## src/rtl/vga_scan_engine.sv

```systemverilog
// vga_scan_engine: parametrised raster timing generator, pixel-word fetch requester,
// two-entry return FIFO, packed-word unpacker and matched-latency sync/blank pipeline.
// Every output for counter value (h,v) reaches the pins exactly LAT cycles after the
// counters held (h,v).
// Optional feature: define VGA_MARKER_EN to add the mark_x/mark_y marker overlay.
module vga_scan_engine #(
    parameter int unsigned H_ACTIVE = 640,
    parameter int unsigned H_FP     = 16,
    parameter int unsigned H_SYNC   = 96,
    parameter int unsigned H_BP     = 48,
    parameter int unsigned V_ACTIVE = 480,
    parameter int unsigned V_FP     = 11,
    parameter int unsigned V_SYNC   = 2,
    parameter int unsigned V_BP     = 31,
    parameter int unsigned PIX_W    = 18,
    parameter int unsigned PPW      = 2,
    parameter int unsigned LAT      = 7,
    parameter bit          SYNC_POL = 1'b0,
    localparam int unsigned H_TOTAL = H_ACTIVE + H_FP + H_SYNC + H_BP,
    localparam int unsigned V_TOTAL = V_ACTIVE + V_FP + V_SYNC + V_BP,
    localparam int unsigned HCW     = $clog2(H_TOTAL),
    localparam int unsigned VCW     = $clog2(V_TOTAL),
    localparam int unsigned WW      = PIX_W * PPW
) (
    input  logic             clock,
    input  logic             reset,
    input  logic             run,
    output logic             word_req,
    output logic [HCW-1:0]   word_hcount,
    output logic [VCW-1:0]   word_vcount,
    input  logic [WW-1:0]    word_in,
    input  logic             word_valid,
    output logic [PIX_W-1:0] pix_out,
    output logic             hsync_out,
    output logic             vsync_out,
    output logic             blank_out,
    output logic [HCW-1:0]   hcount,
    output logic [VCW-1:0]   vcount,
    output logic             frame_start,
    output logic             underflow
`ifdef VGA_MARKER_EN
    ,
    input  logic [4*HCW-1:0] mark_x,
    input  logic [4*VCW-1:0] mark_y
`endif
);

    localparam int unsigned PW = (PPW > 1) ? $clog2(PPW) : 1;

    localparam logic [HCW-1:0] H_LAST   = HCW'(H_TOTAL - 1);
    localparam logic [VCW-1:0] V_LAST   = VCW'(V_TOTAL - 1);
    localparam logic [HCW-1:0] H_ACT    = HCW'(H_ACTIVE);
    localparam logic [VCW-1:0] V_ACT    = VCW'(V_ACTIVE);
    localparam logic [HCW-1:0] HS_FIRST = HCW'(H_ACTIVE + H_FP);
    localparam logic [HCW-1:0] HS_LAST  = HCW'(H_ACTIVE + H_FP + H_SYNC - 1);
    localparam logic [VCW-1:0] VS_FIRST = VCW'(V_ACTIVE + V_FP);
    localparam logic [VCW-1:0] VS_LAST  = VCW'(V_ACTIVE + V_FP + V_SYNC - 1);
    localparam logic [PW-1:0]  PH_LAST  = PW'(PPW - 1);

    typedef enum logic [1:0] {StIdle, StRun, StDrain} state_e;

    state_e           state_q;
    logic [HCW-1:0]   h_q, h_nx;
    logic [VCW-1:0]   v_q, v_nx;
    logic [PW-1:0]    ph_q, ph_nx;
    logic             frame_start_q;
    logic             word_req_q;
    logic             running;
    logic             h_last, v_last, frame_wrap, enter_idle, nx_active;

    // Live (undelayed) raster attributes of the current counter value
    logic             blank_live, hs_live, vs_live;

    // Delay stages 0..LAT-2; the output registers form the final stage
    logic [LAT-2:0]   blank_pipe, hs_pipe, vs_pipe, req_pipe;

    // Return FIFO
    logic [WW-1:0]    fifo_mem [2];
    logic             fifo_wp, fifo_rp;
    logic [1:0]       fifo_cnt;
    logic             fifo_empty, pop_slot, fifo_pop, fifo_push;
    logic [WW-1:0]    fifo_head;

    // Unpacker
    logic [WW-1:0]    shift_q;
    logic [WW-1:0]    word_sel;
    logic [PIX_W-1:0] pix_next;

    logic [PIX_W-1:0] pix_q;
    logic             blank_q, hs_q, vs_q, underflow_q;
    logic             mark_hit;

    // Next counter values for an advancing cycle and derived raster predicates
    always_comb begin
        running    = (state_q != StIdle);
        h_last     = (h_q == H_LAST);
        v_last     = (v_q == V_LAST);
        frame_wrap = h_last && v_last;
        enter_idle = running && frame_wrap && !run;
        h_nx       = h_last ? '0 : h_q + 1'b1;
        if (!h_last) begin
            v_nx = v_q;
        end else begin
            v_nx = v_last ? '0 : v_q + 1'b1;
        end
        // Word phase restarts at the left edge of each line
        if (h_last || ph_q == PH_LAST) begin
            ph_nx = '0;
        end else begin
            ph_nx = ph_q + 1'b1;
        end
        nx_active  = (h_nx < H_ACT) && (v_nx < V_ACT);
        blank_live = !(running && (h_q < H_ACT) && (v_q < V_ACT));
        hs_live    = (running && h_q >= HS_FIRST && h_q <= HS_LAST) ? SYNC_POL : ~SYNC_POL;
        vs_live    = (running && v_q >= VS_FIRST && v_q <= VS_LAST) ? SYNC_POL : ~SYNC_POL;
    end

    // Run/stop FSM with raster counters and registered strobes aligned to the counters
    always_ff @(posedge clock) begin
        if (reset) begin
            state_q       <= StIdle;
            h_q           <= '0;
            v_q           <= '0;
            ph_q          <= '0;
            frame_start_q <= 1'b0;
            word_req_q    <= 1'b0;
        end else begin
            unique case (state_q)
                StIdle: begin
                    // Counters already sit at (0,0), an active word-aligned pixel
                    frame_start_q <= run;
                    word_req_q    <= run;
                    if (run) begin
                        state_q <= StRun;
                    end
                end
                StRun, StDrain: begin
                    if (enter_idle) begin
                        state_q       <= StIdle;
                        h_q           <= '0;
                        v_q           <= '0;
                        ph_q          <= '0;
                        frame_start_q <= 1'b0;
                        word_req_q    <= 1'b0;
                    end else begin
                        state_q       <= run ? StRun : StDrain;
                        h_q           <= h_nx;
                        v_q           <= v_nx;
                        ph_q          <= ph_nx;
                        frame_start_q <= frame_wrap;
                        word_req_q    <= nx_active && (ph_nx == '0);
                    end
                end
                default: begin
                    state_q       <= StIdle;
                    frame_start_q <= 1'b0;
                    word_req_q    <= 1'b0;
                end
            endcase
        end
    end

    // Delay line for blank, syncs and request markers; reset loads idle values
    always_ff @(posedge clock) begin
        if (reset) begin
            blank_pipe <= '1;
            hs_pipe    <= {(LAT-1){~SYNC_POL}};
            vs_pipe    <= {(LAT-1){~SYNC_POL}};
            req_pipe   <= '0;
        end else begin
            blank_pipe <= {blank_pipe[LAT-3:0], blank_live};
            hs_pipe    <= {hs_pipe[LAT-3:0], hs_live};
            vs_pipe    <= {vs_pipe[LAT-3:0], vs_live};
            req_pipe   <= {req_pipe[LAT-3:0], word_req_q};
        end
    end

    // A request reaching the last delay stage means its first pixel loads the output now
    always_comb begin
        pop_slot   = req_pipe[LAT-2];
        fifo_empty = (fifo_cnt == 2'd0);
        fifo_pop   = pop_slot && !fifo_empty;
        // A same-cycle pop frees the slot a full FIFO would otherwise refuse
        fifo_push  = word_valid && ((fifo_cnt != 2'd2) || fifo_pop);
        fifo_head  = fifo_mem[fifo_rp];
    end

    // FIFO pointers and occupancy; flushed on reset and when the raster stops
    always_ff @(posedge clock) begin
        if (reset || enter_idle) begin
            fifo_wp  <= 1'b0;
            fifo_rp  <= 1'b0;
            fifo_cnt <= 2'd0;
        end else begin
            if (fifo_push) begin
                fifo_wp <= ~fifo_wp;
            end
            if (fifo_pop) begin
                fifo_rp <= ~fifo_rp;
            end
            fifo_cnt <= fifo_cnt + 2'(fifo_push) - 2'(fifo_pop);
        end
    end

    // FIFO storage
    always_ff @(posedge clock) begin
        if (fifo_push) begin
            fifo_mem[fifo_wp] <= word_in;
        end
    end

    // Select the word feeding the output: a fresh pop (zeros on underflow) or the remainder
    always_comb begin
        word_sel = shift_q;
        if (pop_slot) begin
            word_sel = fifo_empty ? '0 : fifo_head;
        end
        pix_next = word_sel[WW-1 -: PIX_W];
    end

    // Unpack shift register: pixel 0 sits in the MSBs, later pixels follow each cycle
    always_ff @(posedge clock) begin
        if (reset) begin
            shift_q <= '0;
        end else begin
            shift_q <= word_sel << PIX_W;
        end
    end

    // Sticky underflow: missing word at pop time or a word arriving to a full FIFO
    always_ff @(posedge clock) begin
        if (reset) begin
            underflow_q <= 1'b0;
        end else if ((pop_slot && fifo_empty) || (word_valid && !fifo_push)) begin
            underflow_q <= 1'b1;
        end
    end

`ifdef VGA_MARKER_EN
    logic [HCW-1:0] hc_pipe [LAT-1];
    logic [VCW-1:0] vc_pipe [LAT-1];

    // Delayed coordinates so markers line up with the pixels on the pins
    always_ff @(posedge clock) begin
        if (reset) begin
            for (int i = 0; i < LAT - 1; i++) begin
                hc_pipe[i] <= '0;
                vc_pipe[i] <= '0;
            end
        end else begin
            hc_pipe[0] <= h_q;
            vc_pipe[0] <= v_q;
            for (int i = 1; i < LAT - 1; i++) begin
                hc_pipe[i] <= hc_pipe[i-1];
                vc_pipe[i] <= vc_pipe[i-1];
            end
        end
    end

    // Marker hit on any of the four column or row markers
    always_comb begin
        mark_hit = 1'b0;
        for (int i = 0; i < 4; i++) begin
            if (hc_pipe[LAT-2] == mark_x[i*HCW +: HCW] ||
                vc_pipe[LAT-2] == mark_y[i*VCW +: VCW]) begin
                mark_hit = 1'b1;
            end
        end
    end
`else
    assign mark_hit = 1'b0;
`endif

    // Final output stage; blanking overrides both markers and fetched pixels
    always_ff @(posedge clock) begin
        if (reset) begin
            pix_q   <= '0;
            blank_q <= 1'b1;
            hs_q    <= ~SYNC_POL;
            vs_q    <= ~SYNC_POL;
        end else begin
            blank_q <= blank_pipe[LAT-2];
            hs_q    <= hs_pipe[LAT-2];
            vs_q    <= vs_pipe[LAT-2];
            if (blank_pipe[LAT-2]) begin
                pix_q <= '0;
            end else if (mark_hit) begin
                pix_q <= '1;
            end else begin
                pix_q <= pix_next;
            end
        end
    end

    assign word_req    = word_req_q;
    assign word_hcount = h_q;
    assign word_vcount = v_q;
    assign hcount      = h_q;
    assign vcount      = v_q;
    assign frame_start = frame_start_q;
    assign underflow   = underflow_q;
    assign pix_out     = pix_q;
    assign blank_out   = blank_q;
    assign hsync_out   = hs_q;
    assign vsync_out   = vs_q;

endmodule
```

## config.mk

```make
export PLATFORM = sky130hd
export DESIGN_NAME = vga_scan_engine
export DESIGN_NICKNAME = d
export VERILOG_FILES = /design/src/rtl/vga_scan_engine.sv
export SDC_FILE = /design/constraint.sdc
export NUM_CORES = 1
export LEC_CHECK = 0
export ABC_AREA = 1
export BUFFER_PORTS_ARGS = -buffer_cell sky130_fd_sc_hd__buf_2
export CAP_MARGIN = 10
export CORE_UTILIZATION = 40
export CTS_BUF_LIST = sky130_fd_sc_hd__clkbuf_2 sky130_fd_sc_hd__clkbuf_4 sky130_fd_sc_hd__clkbuf_8
export DETAILED_ROUTE_END_ITERATION = 8
export HOLD_SLACK_MARGIN = 0.08
export MAX_ROUTING_LAYER = met4
export PLACE_DENSITY = 0.65
export SYNTH_ARGS = -nofsm -noshare
export SYNTH_HDL_FRONTEND = slang
export SYNTH_SLANG_ARGS = --single-unit
```

## constraint.sdc

```tcl
create_clock -name clock -period 4.9 [get_ports clock]
set_input_delay 0.49 -clock clock [delete_from_list [all_inputs] [get_ports clock]]
set_output_delay 0.49 -clock clock [all_outputs]
set_load 0.005 [all_outputs]
```

### Word level (Yosys, flattened, before mapping)

Memories as Yosys holds them, arrays and structs flattened. A register that Yosys moved wholly into a read port is not among the register bits.
Index checks and enable logic that the tools add are counted.

| cells by class | value |
|---|---|
| $add $sub $neg | 5 |
| $mul | 0 |
| div/mod/pow operators | 0 |
| magnitude comparators | 8 |
| equality and inequality tests | 6 |
| shifts and indexed selects | 0 |
| multiplexer cells | 23 |
| bitwise operators | 3 |
| reduce and logical (&&, ||, !) cells | 28 |

Operator list:

| operator | number |
|---|---|
| $mux 36 | 2 |
| $mux 10 | 5 |
| $add 10x1->10 const B | 2 |
| $eq 10x10->1 const B | 2 |
| $lt 10x10->1 const B | 2 |
| $lt 10x9->1 const B | 2 |
| $logic_and 1x1->1 | 15 |
| $ge 10x10->1 const B | 1 |
| $ge 10x9->1 const B | 1 |
| $le 10x10->1 const B | 1 |
| $le 10x9->1 const B | 1 |
| $mux 1 | 10 |
| $mux 2 | 3 |
| $logic_not 1->1 | 4 |
| $logic_not 2->1 | 2 |
| $logic_or 1x1->1 | 4 |
| $ne 2x2->1 const B | 2 |
| $pmux 1 s2 | 2 |
| $pmux 2 s2 | 1 |
| $reduce_or 2->1 | 2 |
| $not 1->1 | 3 |
| $add 2x1->2 | 1 |
| $eq 2x1->1 const B | 1 |
| $eq 2x2->1 const B | 1 |
| other kinds (3) | 3 |

| storage, ports and cells | value |
|---|---|
| bits in registers | 111 |
| latch bits | 0 |
| bits in writable memories | 72 |
| bits in read-only memories | 0 |
| bits of input ports | 40 |
| output and inout bits | 64 |
| memories | 1 |

Memory list:

| name | words | width | read ports | clocked after memory_dff | write ports | line | source |
|---|---|---|---|---|---|---|---|
| fifo_mem | 2 | 36 | 1 | 1 | 1 | 78 | `logic [WW-1:0] fifo_mem [2];` |

### Logic depth before layout (Yosys ltp)

| depth | value |
|---|---|
| depth after elaboration | 8 |
| gate-level depth with buffers | 12 |
| gate-level depth less buffers | 12 |

### Least setup slack after synthesis

Ideal clock, no wire load.

| path | value |
|---|---|
| kind | input port to flip-flop |
| from | input port word_valid |
| to | memory fifo_mem[0][0] in the netlist's numbering, enable pin |
| library setup time | 0.431 ns |
| arrival | 2.149 ns |
| path slack | 2.320 ns |
| stages | 2 |
| buffers on the path | 0 |
| cells stage by stage | nand2_1 -> nor2_1 |

| on the way | value |
|---|---|
| word-level cells in the longest chain between the ends | 3 |

RTL lines:

| item | line | source |
|---|---|---|
| start, declared | 32 | `input logic word_valid,` |
| $logic_and 1x1->1 | 184 | `fifo_push = word_valid && ((fifo_cnt != 2'd2) \|\| fifo_pop);` |
| $mux 1 | 207 | `if (fifo_push) begin` |
| $mux 1 (not written as such) | 208 | `fifo_mem[fifo_wp] <= word_in;` |
| end, declared | 78 |  |

No other way between the ends.

==> flow_metrics.py <==
metrics = {
    "run_status": {
        "status": "finished, final reports clean",
    },
    "synth": {
        "synth.area.top_cells": "edfxtp_1 34%, dfxtp_1 30%, nand2_1 11%",
        "synth_commonest_cells": "191 x nand2_1, 94 x dfxtp_1, 72 x edfxtp_1",
        "async_reset_ff_share_pct": 0,
        "avgSynthCellArea_um2": 9.88,
        "ys_seq_elements": 166,
        "synth_edf_count": 72,
        "synth_largest_area_cell": "edfxtp_1",
        "synth_cell_type_count": 40,
        "ys_seq_area_share_pct": 64.1,
        "ys_warn_count": 0,
        "syn_nets": 686,
        "yosys.area.top_type_share_pct": 34.3,
        "syn_area_um2": 6310,
        "syn_inst": 639,
        "synth.most_common_cell": "nand2_1",
        "synthFlopType": "dfxtp_1",
    },
    "floorplanning": {
        "ios": 104,
        "rows": 45,
        "start_util_pct": 41.2,
        "dieArea_um2": 16300,
        "core-area_um2": 15300,
        "die-width_um": 128,
        "die_y_um": 128,
    },
    "sta": {
        "period_needed_ps": 2300,
        "whs_ps": 237,
        "fmax_mhz": 436,
        "worst_pin_slew_ps": 1080,
        "setup_viol_count_final": 0,
        "finalHoldViolations": 0,
        "relSlewSlack_pct": 27.3,
        "slew_viol_final": 0,
        "finalCritPeriodShare_pct": 46.9,
        "skew_ps": 17.0,
        "finalSetupTns_ps": 0,
        "grt_setup_unrepaired": "false",
    },
    "clock_tree": {
        "cts_resized": 0,
        "postCtsSetupBuffers": 0,
        "cts_buffers": 17,
        "cts_tree": "done",
        "cts.sinks": 166,
        "hold_buffers": 0,
        "cts_htree_levels": 4,
        "clockBufferDepth": 2,
        "insertion_delay_ps": 440,
        "path_clk_slew_ps": 90,
        "root_buffer": "clkbuf_8",
    },
    "drt": {
        "drt_wl_total_mm": 12.5,
        "via_count": 4483,
        "drt_iter0_drc": 190,
        "post_drt_wl_per_cell_um": 13.2,
        "viasPerCell": 4.73,
        "first_pass_iters": 5,
        "drcViolationCount": 0,
        "ant_nets": 0,
    },
    "global_route": {
        "grt_pass1_wl_mm": 20.1,
        "grt_max_degree": 40,
        "grt_pass1_vias": 4188,
        "antenna_found_initial": 0,
        "grt_usage_pct": 16.4,
        "grt-ovfl-total": 0,
    },
    "final_layout": {
        "final_nets": 770,
        "fin_util_pct": 47.6,
        "antenna_cells": 0,
        "area_growth_syn_to_layout_pct": 15.4,
        "drive_above_1_share_pct": 23.9,
        "num-fill-cells": 1464,
    },
    "critical_path": {
        "crit_chain": "buf_4 -> clkinv_1 -> nand2_1 -> nand2_1 -> nand2_1 -> a21oi_1",
        "endpoint_kind": "flop",
        "crit_type": "reg -> reg",
        "critPathSlowestCell": "clkinv_1",
        "rr_endpoint": "pix_out[11]$_SDFF_PP0_",
        "required_ps": 5220,
        "start_kind": "flop",
        "arrival_ps": 2610,
        "regToRegSetupSlack_ps": 2600,
        "cp_max_fo": 37,
        "max_stage_delay_ps": 960,
        "cp_common_cell": "nand2_1",
        "rr_worst_depth": 6,
    },
    "hold_path": {
        "hold_start": "word_in[27]",
        "hold_class": "in -> reg",
        "worstHoldPathCells": 1,
        "min_to": "fifo_mem[0][27]$_DFFE_PP_",
    },
    "power": {
        "cellPowerDensity_nw_per_um2": 364,
        "p_leak_uw": 0.00291,
        "ir_drop_uv": 155,
    },
    "flow_run": {
        "drv_cap": 0,
    },
    "place": {
        "portBuffers": 103,
        "place_congestion": 0.881,
        "dp_hpwl_mm": 8.19,
    },
}
[metal layers]
metal,vias to the layer above,global-route usage (%),share of wire (%)
met4,0,4.08,0.49
met2,129,27.2,48
li1,2240,-,-
met1,2110,20.1,47
met5,-,-,0
met3,4,4.36,4.9
[kinds of logic after synthesis]
logic type | after synthesis | synth area share, %
compound gates | 82 | 7.22
xor+xnor | 4 | 0.555
fa+ha+maj | 7 | 1.39
buf+inv | 87 | 6.42
flops | 166 | 64.1
simple gates | 293 | 20.4
[cell usage in the layout (no fill, tap or decap), types with 4 or more instances in the layout]
cell / n
inv_6: 4
a211oi_1: 4
dfxtp_1: 94
inv_1: 43
nor2_4: 4
nand3_1: 18
clkinv_1: 4
clkbuf_8: 17
or2_2: 18
nand4_1: 4
nand2_1: 191
o21ai_0: 10
nor3_1: 6
a21oi_1: 55
nor2_2: 4
edfxtp_1: 72
buf_2: 103
ha_1: 7
nor2_1: 36
[through the flow]
step	setup slack [ps]	instance area (um2)	instances	power (uW)
2_1_floorplan	2320	6310	639	1650
3_3_place_gp	2660	6890	915	1710
3_5_place_dp	2590	6890	915	1710
4_1_cts	2590	7290	947	2670
5_1_grt	2380	7290	947	2770
6_report	2600	7290	947	2650
[flip-flops by register name (all words and copies together) (netlist names), named ones only]
name         count
blank_pipe       6
state_q          2
ph_q             1
req_pipe         6
hs_pipe          6
fifo_mem        72
vcount          10
frame_start      1
vs_pipe          6
blank_out        1
hsync_out        1
pix_out         18
shift_q         18
vsync_out        1
hcount          10
word_req         1
underflow        1
fifo_rp          1
fifo_cnt         2
fifo_wp          1
[cell type report]
| cell class | instances | area [um2] | share of cell area [%] |
|---|---|---|---|
| Clock buffer | 19 | 249 | 3.42 |
| Inverter | 47 | 176 | 2.42 |
| Timing Repair Buffer | 105 | 531 | 7.28 |
| Tap cell | 211 | 264 | 3.62 |
| Sequential cell | 166 | 4040 | 55.5 |
| Clock inverter | 13 | 145 | 1.99 |
| Multi-Input combinational cell | 386 | 1880 | 25.8 |
[worst max-delay path: cells and delay by family (launching register included)]
family | cells | cell delay [ps]
flip-flops | 1 | 310
AO/OA/AOI/OAI | 1 | 60
AND/OR/NAND/NOR | 3 | 480
buffers and inverters | 2 | 1320
[worst max path at each step]
| stage | start | end | slack, ps |
|---|---|---|---|
| floorplan | word_valid | fifo_mem[0][0]$_DFFE_PP_ | 2320 |
| detailed placement | flop | pix_out[11]$_SDFF_PP0_ | 2590 |
| CTS | flop | pix_out[11]$_SDFF_PP0_ | 2590 |
| global placement | reset | shift_q[32]$_SDFF_PP0_ | 2660 |
| global route | flop | pix_out[7]$_SDFF_PP0_ | 2380 |
| finish | flop | pix_out[11]$_SDFF_PP0_ | 2600 |
[report_power, final]
part           internal (uW)  switching, uW
logic                   51.1           95.3
clock network            474            499
registers               1510           25.3
total                   2030            620
Note: power is estimated with default switching activity, not from simulation.
